--- src/rtl/platform_pkg.sv ---
// Shared definitions for the platform ROM sequencer and the platform ROM reader.
package platform_pkg;

   localparam int unsigned ADDR_WIDTH_DEF    = 10;
   localparam int unsigned MAXIMUM_TIMES_DEF = 30;

   typedef enum logic [2:0] {
      StIdle,
      StReq,
      StAck,
      StWait,
      StEnd
   } seq_state_e;

endpackage

--- src/rtl/platform_tick_timer.sv ---
// Game-time base: a TICK_DIV prescaler feeding a free-running current_time counter.
module platform_tick_timer
   import platform_pkg::*;
#(
   parameter int unsigned MAXIMUM_TIMES = MAXIMUM_TIMES_DEF,
   parameter int unsigned TICK_DIV      = 250000
) (
   input  logic                     clk,
   input  logic                     reset,
   input  logic                     clear,
   input  logic                     run,
   output logic                     tick,
   output logic [MAXIMUM_TIMES-1:0] current_time
);

   localparam int unsigned PW = (TICK_DIV > 1) ? $clog2(TICK_DIV) : 1;

   logic [PW-1:0]            presc_q, presc_d;
   logic [MAXIMUM_TIMES-1:0] time_q, time_d;

   assign tick         = run && (presc_q == PW'(TICK_DIV - 1));
   assign current_time = time_q;

   always_comb begin
      presc_d = presc_q;
      time_d  = time_q;
      if (clear) begin
         presc_d = '0;
         time_d  = '0;
      end else if (tick) begin
         presc_d = '0;
         time_d  = time_q + MAXIMUM_TIMES'(1);
      end else if (run) begin
         presc_d = presc_q + PW'(1);
      end
   end

   always_ff @(posedge clk) begin
      if (!reset) begin
         presc_q <= '0;
         time_q  <= '0;
      end else begin
         presc_q <= presc_d;
         time_q  <= time_d;
      end
   end

endmodule

--- src/rtl/platform_runtime_sequencer.sv ---
// Game-runtime side of the platform ROM handshake: steps entries in time order.
// Optional build macro PLATFORM_SEQ_LOOP_EN restarts the level from addr 0 after the last entry.
module platform_runtime_sequencer
   import platform_pkg::*;
#(
   parameter int unsigned ADDR_WIDTH     = ADDR_WIDTH_DEF,
   parameter int unsigned MAXIMUM_TIMES  = MAXIMUM_TIMES_DEF,
   parameter int unsigned NUM_ENTRIES    = 16,
   parameter int unsigned TICK_DIV       = 250000,
   parameter int unsigned TIMEOUT_CYCLES = 64
) (
   input  logic                     clk,
   input  logic                     reset,
   input  logic                     start,
   input  logic                     pause,
   input  logic                     update_platform_time,
   input  logic [MAXIMUM_TIMES-1:0] next_platform_time,
   output logic [ADDR_WIDTH-1:0]    addr,
   output logic [MAXIMUM_TIMES-1:0] current_time,
   output logic                     sync_platform_time,
   output logic                     busy,
   output logic                     done,
   output logic                     error
);

   localparam int unsigned TW = $clog2(TIMEOUT_CYCLES + 1);
   localparam logic [ADDR_WIDTH-1:0] LastAddr = ADDR_WIDTH'(NUM_ENTRIES - 1);

   seq_state_e               state_q, state_d;
   logic [ADDR_WIDTH-1:0]    addr_q, addr_d;
   logic [MAXIMUM_TIMES-1:0] due_q, due_d, time_diff;
   logic [TW-1:0]            tmo_q, tmo_d;
   logic                     busy_q, busy_d, done_q, done_d, err_q, err_d;
   logic                     timer_clear, due_reached, tmo_hit, unused_tick;

   platform_tick_timer #(
      .MAXIMUM_TIMES (MAXIMUM_TIMES),
      .TICK_DIV      (TICK_DIV)
   ) u_timer (
      .clk          (clk),
      .reset        (reset),
      .clear        (timer_clear),
      .run          (busy_q && !pause),
      .tick         (unused_tick),
      .current_time (current_time)
   );

   // Wrap-safe "current_time >= due_q": the difference is non-negative within half the range.
   assign time_diff   = current_time - due_q;
   assign due_reached = ~time_diff[MAXIMUM_TIMES-1];
   assign tmo_hit     = (tmo_q == TW'(TIMEOUT_CYCLES - 1));

   always_comb begin
      state_d     = state_q;
      addr_d      = addr_q;
      due_d       = due_q;
      busy_d      = busy_q;
      done_d      = done_q;
      err_d       = err_q;
      timer_clear = 1'b0;
      unique case (state_q)
         StIdle: begin
            if (start) begin
               state_d     = StReq;
               addr_d      = '0;
               busy_d      = 1'b1;
               done_d      = 1'b0;
               err_d       = 1'b0;
               timer_clear = 1'b1;
            end
         end
         StReq: begin
`ifdef PLATFORM_SEQ_LOOP_EN
            done_d = 1'b0;
`endif
            if (update_platform_time) begin
               state_d = StAck;
               due_d   = next_platform_time;
            end else if (tmo_hit) begin
               state_d = StIdle;
               err_d   = 1'b1;
               busy_d  = 1'b0;
            end
         end
         StAck: begin
            if (!update_platform_time) begin
               if (addr_q == LastAddr) begin
                  state_d = StEnd;
               end else begin
                  addr_d  = addr_q + ADDR_WIDTH'(1);
                  state_d = StWait;
               end
            end else if (tmo_hit) begin
               state_d = StIdle;
               err_d   = 1'b1;
               busy_d  = 1'b0;
            end
         end
         StWait: begin
            if (due_reached) state_d = StReq;
         end
         StEnd: begin
            done_d = 1'b1;
`ifdef PLATFORM_SEQ_LOOP_EN
            addr_d  = '0;
            state_d = StReq;
`else
            busy_d  = 1'b0;
            state_d = StIdle;
`endif
         end
         default: state_d = StIdle;
      endcase

      if (state_d != state_q) begin
         tmo_d = '0;
      end else if (state_q == StReq || state_q == StAck) begin
         tmo_d = tmo_q + TW'(1);
      end else begin
         tmo_d = tmo_q;
      end
   end

   always_ff @(posedge clk) begin
      if (!reset) begin
         state_q <= StIdle;
         addr_q  <= '0;
         due_q   <= '0;
         tmo_q   <= '0;
         busy_q  <= 1'b0;
         done_q  <= 1'b0;
         err_q   <= 1'b0;
      end else begin
         state_q <= state_d;
         addr_q  <= addr_d;
         due_q   <= due_d;
         tmo_q   <= tmo_d;
         busy_q  <= busy_d;
         done_q  <= done_d;
         err_q   <= err_d;
      end
   end

   assign addr               = addr_q;
   assign sync_platform_time = (state_q != StReq);
   assign busy               = busy_q;
   assign done               = done_q;
   assign error              = err_q;

endmodule
--- config.mk ---
export PLATFORM = sky130hd
export DESIGN_NAME = platform_runtime_sequencer
export DESIGN_NICKNAME = d
export VERILOG_FILES = /design/src/rtl/platform_pkg.sv /design/src/rtl/platform_tick_timer.sv /design/src/rtl/platform_runtime_sequencer.sv
export SDC_FILE = /design/constraint.sdc
export NUM_CORES = 1
export LEC_CHECK = 0
export CORE_MARGIN = 10
export CORE_UTILIZATION = 60
export CTS_BUF_LIST = sky130_fd_sc_hd__clkbuf_8
export DETAILED_ROUTE_END_ITERATION = 10
export PLACE_DENSITY = 0.87
export SLEW_MARGIN = 20
export SYNTH_ARGS = -nofsm -noshare
export SYNTH_HDL_FRONTEND = slang
export SYNTH_HIERARCHICAL = 1
export SYNTH_SLANG_ARGS = --single-unit
--- constraint.sdc ---
create_clock -name clk -period 8.5 [get_ports clk]
set_input_delay 1.7 -clock clk [delete_from_list [all_inputs] [get_ports clk]]
set_output_delay 1.7 -clock clk [all_outputs]
set_load 0.01 [all_outputs]
* Word level (Yosys, flattened, before mapping) *
Cells that the tools add are included.

cells by class
  $add $sub $neg = 5
  eq/ne operators = 14
  mux-type cells = 24
  bitwise logic cells = 1
  reduce and logical (&&, ||, !) cells = 17

operators by type and width
  operator                 count
  $add A30 B1 Y30 const B  1
  $mux W10                 3
  $sub A30 B30 Y30         1
  $pmux W10 S2             1
  $add A18 B1 Y18 const B  1
  $eq A18 B18 Y1 const B   1
  $mux W3                  6
  $pmux W3 S4              1
  $reduce_and A4 Y1        3
  $add A10 B1 Y10 const B  1
  $eq A10 B4 Y1 const B    1
  $mux W1                  10
  $ne A2 B2 Y1 const B     5
  $add A7 B1 Y7 const B    1
  $eq A7 B6 Y1 const B     1
  $eq A3 B2 Y1 const B     2
  $pmux W1 S4              1
  $reduce_and A2 Y1        2
  $reduce_bool A2 Y1       2
  $reduce_bool A4 Y1       1
  $reduce_or A2 Y1         2
  $eq A3 B1 Y1 const B     1
  $eq A3 B3 Y1 const B     1
  $logic_not A3 Y1         1
  10 further kinds         11

word-level totals
  flip-flop bits (word level) = 101
  output and inout port bits = 44
  word-level logic and storage cells = 70

* Longest topological paths before layout *
  depth after elaboration = 6
  gate-level depth with buffers = 9

* Hierarchy *
The synthesis kept the hierarchy.

by module, submodules not included
  module                      times used  cells an instance  area each (um^2)
  platform_runtime_sequencer  1           377                2942.8
  platform_tick_timer         1           274                2280.9

* Worst setup path before layout *
Ideal clock, no wire load.

  path type = input -> register
  start point = input pause
  end point = register u_timer.time_q[29] (netlist: u_timer/current_time[29])
  library setup time = 0.070 ns
  arrival = 4.044 ns
  path slack = 4.386 ns
  stages = 8
  path buffers = 2
  path through = nor2b_1 nand4_2 or4_1 buf_2 or4b_1 buf_2 or4_1 a21oi_1

on the way
  longest elaborated chain between the ends = 3

RTL lines
  what                  RTL line                          text
  from (decl)           platform_runtime_sequencer.sv:15  input logic pause,
  $logic_not A1 Y1      platform_runtime_sequencer.sv:43  .run (busy_q && !pause),
  $logic_and A1 B1 Y1   platform_runtime_sequencer.sv:43
  $logic_and A1 B1 Y1   platform_tick_timer.sv:21         assign tick = run && (presc_q == PW'(TICK_DIV - 1));
  to (signal assigned)  platform_tick_timer.sv:44         time_q <= time_d;
  to (decl)             platform_tick_timer.sv:19         logic [MAXIMUM_TIMES-1:0] time_q, time_d;

No other way between the ends.
A chain may end at the register's enable or synchronous reset.

* Worst setup path in the final report *
Ends and elaborated chain as after synthesis.

==> results.cfg <==
[final_layout]
drive_gt1_share_pct = 3.771
antenna-diode-count = 0
final_cell_mix = dfxtp_1 (101), nand2_1 (93), clkdlybuf4s50_1 (78)
area_delta_synth_final_pct = 18.80
final_cells = 821
fill_cells = 643
finalNetCount = 779
final_common_cell = dfxtp_1

[grt]
grt_pass1_wl_um = 22500
antenna_found_initial = 0
grt_pass1_vias = 4845
grt-ovfl-total = 0
grt_max_degree = 36
grt_use_total_pct = 20.75

[min_path]
worstHoldStart = due_q[16]
hold_path_class = reg2reg

[timing]
fin_crit_ns = 4.627
tightestPinTransition_ns = 1.019
fin_skew_ns = 0.01313
max_slew_margin_pct = 32.09
hold_violations = 0
setup-tns-final_ns = 0
final.setup.worst_slack_ns = 3.873
setup_viol = 0
max_freq_mhz = 216.1
slew_viol_final = 0
rsz0062_at_grt = no
finalCritPeriodShare_pct = 54.43

[logic_synthesis]
synth_compound_area_share_pct = 12.89
synth_warnings = 6
synth_top_family_by_area = simple AND/OR/NAND/NOR gates
netlist.area_leader.share_pct = 38.71
yosys.area_share.simple_pct = 27.40
ys_seq_area_share_pct = 38.71
synthesis.nets = 718
yosys-top-cells-area = dfxtp_1 (39%), ha_1 (7.7%), nand2_1 (6.7%)
synth_top_area_cell = dfxtp_1
synth-seq-cells = 101
yosysUniqueCellTypes = 51
yosys.area_share.adder_pct = 7.665
syn_area_um2 = 5224
synth-edff-count = 0
synth-main-ff-cell = dfxtp_1
muxShareOfSynthArea_pct = 0.7904
synth_xor_area_share_pct = 7.377
ys_async_sr_fraction_pct = 0
syn_inst = 651
synth.avg_cell_area_um2 = 8.024

[floorplanning]
ios = 79
die_h_um = 113.3
core_um2 = 8341
start_util_pct = 62.63
die_w_um = 113.3
dieArea_um2 = 12840
rows = 33

[cts]
cts-root-buf = clkbuf_8
cts_tree = done
cts_resized = 0
cts.clk_slew.worst_paths_ns = 0.09
numCtsBuffers = 9
h-tree-depth = 3
worstSkewPairLatency_ns = 0.37
clock_path_buffers = 2
clock_sinks = 101
cts_post_setup_buffers_inserted = 0
postCtsHoldBufs = 0

[critical_path]
rr_startpoint = busy
worst_setup_path_start_kind = input pin
cpPeakStageDelay_ns = 0.78
cp.arrival_ns = 4.93
crit_start = pause
crit_top_cell = or4_1
path_cells = clkdlybuf4s50_1, nor2b_1, nand4_2, or4_1, or4b_1, or4_1, a21oi_1
crit_slowest_cell = or4_1
critPathRequiredTime_ns = 8.81
critical_path_class = in2reg
critPathCaptureType = register
path_max_fanout = 16

[pwr]
leakage_nw = 2.103
power_per_cell_area_nw_per_um2 = 141.3
ir_drop_mv = 0.1266

[route]
drc = 0
drtIter0Drc = 383
routedWlPerCell_um = 16.52
ant_nets = 0
dr.pass1.iters = 6
viasPerCell = 6.063
drt-total-wl_um = 13560
num_vias = 4978

[job]
max_cap_viol_count = 0

[place]
gp_congestion = 0.8803
placed_cells = 806
place_hpwl_um = 10100
dpl_worst_slack_ns = 3.541
io_buffer_count = 78

[run_status]
status = finished, final reports clean
-- sequential cells by signal, indices dropped and copies added (netlist names) --
register              cells
addr                     10
busy                      1
done                      1
due_q                    30
error                     1
state_q                   3
tmo_q                     7
u_timer/current_time     30
u_timer/presc_q          18
-- path summary, 6_finish.rpt --
kind                                   end  slack, ns  depth (start not counted)
hold / removal                   due_q[16]       0.46                          2
hold reg to reg                  due_q[16]       0.46                          2
setup reg to reg  u_timer/current_time[29]       5.18                          6
setup / recovery  u_timer/current_time[29]       3.87                          7
-- area by class of cell --
cell class                 count  area, um^2  share of cell area (%)
multi-input combinational    481        2932                   47.24
sequential                   101        2022                   32.58
tap                          105       131.4                   2.117
timing repair buffer          79       788.3                   12.70
clock inverter                 4       31.28                  0.5040
inverter                      40       150.1                   2.419
clock buffer                  11       151.4                   2.440
-- synthesized netlist by cell type (2+ instances only) --
library cell,number
buf_2,3
clkbuf_1,23
nand2_1,93
or4_1,11
ha_1,32
a31oi_1,9
a221o_1,2
a22oi_1,2
dfxtp_1,101
nor4_1,11
a21boi_0,2
mux2i_1,3
nand4_1,25
nor3_1,13
or2_2,4
o21ai_0,14
nand3_1,22
nand2b_1,7
o31ai_1,9
nor4bb_1,2
buf_1,2
or3_1,10
xor2_1,15
and4_1,5
a21o_1,3
xnor2_1,29
and3_1,11
nand3b_1,2
nor2_1,61
inv_1,39
a21bo_2,2
nor2b_1,4
nor4b_1,2
a21oi_1,61
-- worst max-delay path, delay by kind of cell --
family / cells / cell delay [ns]
buffers and inverters: 1 / 0.40
and+or+nand+nor: 5 / 2.67
AOI/OAI and AO/OA: 1 / 0.15
-- cell families (layout without fill, tap and decap cells) --
family,count (synthesis),count (layout)
compound gates,113,113
buf+inv,69,134
flops,101,101
xor+xnor,44,44
fa+ha+maj,32,32
simple gates,288,288
mux,4,4
-- layer usage --
layer  vias to the layer above  wire length (um)  global-route usage (%)
met2                       183              6765                   35.64
met1                      2377              5470                   23.82
met5                         -                 0                       0
met4                         0               280                   7.530
li1                       2393                 -                       -
met3                        25              1045                   6.128
-- metrics by stage --
step / power, mW / util (%) / hold WS [ns] / cell area, um^2
after global routing: 0.9085 / 74.41 / 0.4873 / 6206
after detailed placement: 0.5950 / 72.22 / 0.4463 / 6023
after floorplan: 0.5596 / - / 0.4363 / 5224
after global placement: 0.5906 / 72.22 / 0.4449 / 6023
final: 0.8767 / 74.41 / 0.4608 / 6206
after CTS: 0.8791 / 74.41 / 0.4597 / 6206
-- report_power, final --
part,internal [mW],switching (mW)
clock network,0.123,0.168
logic,0.0411,0.0540
registers,0.482,0.00840
Power figures use the tool's default switching activity.
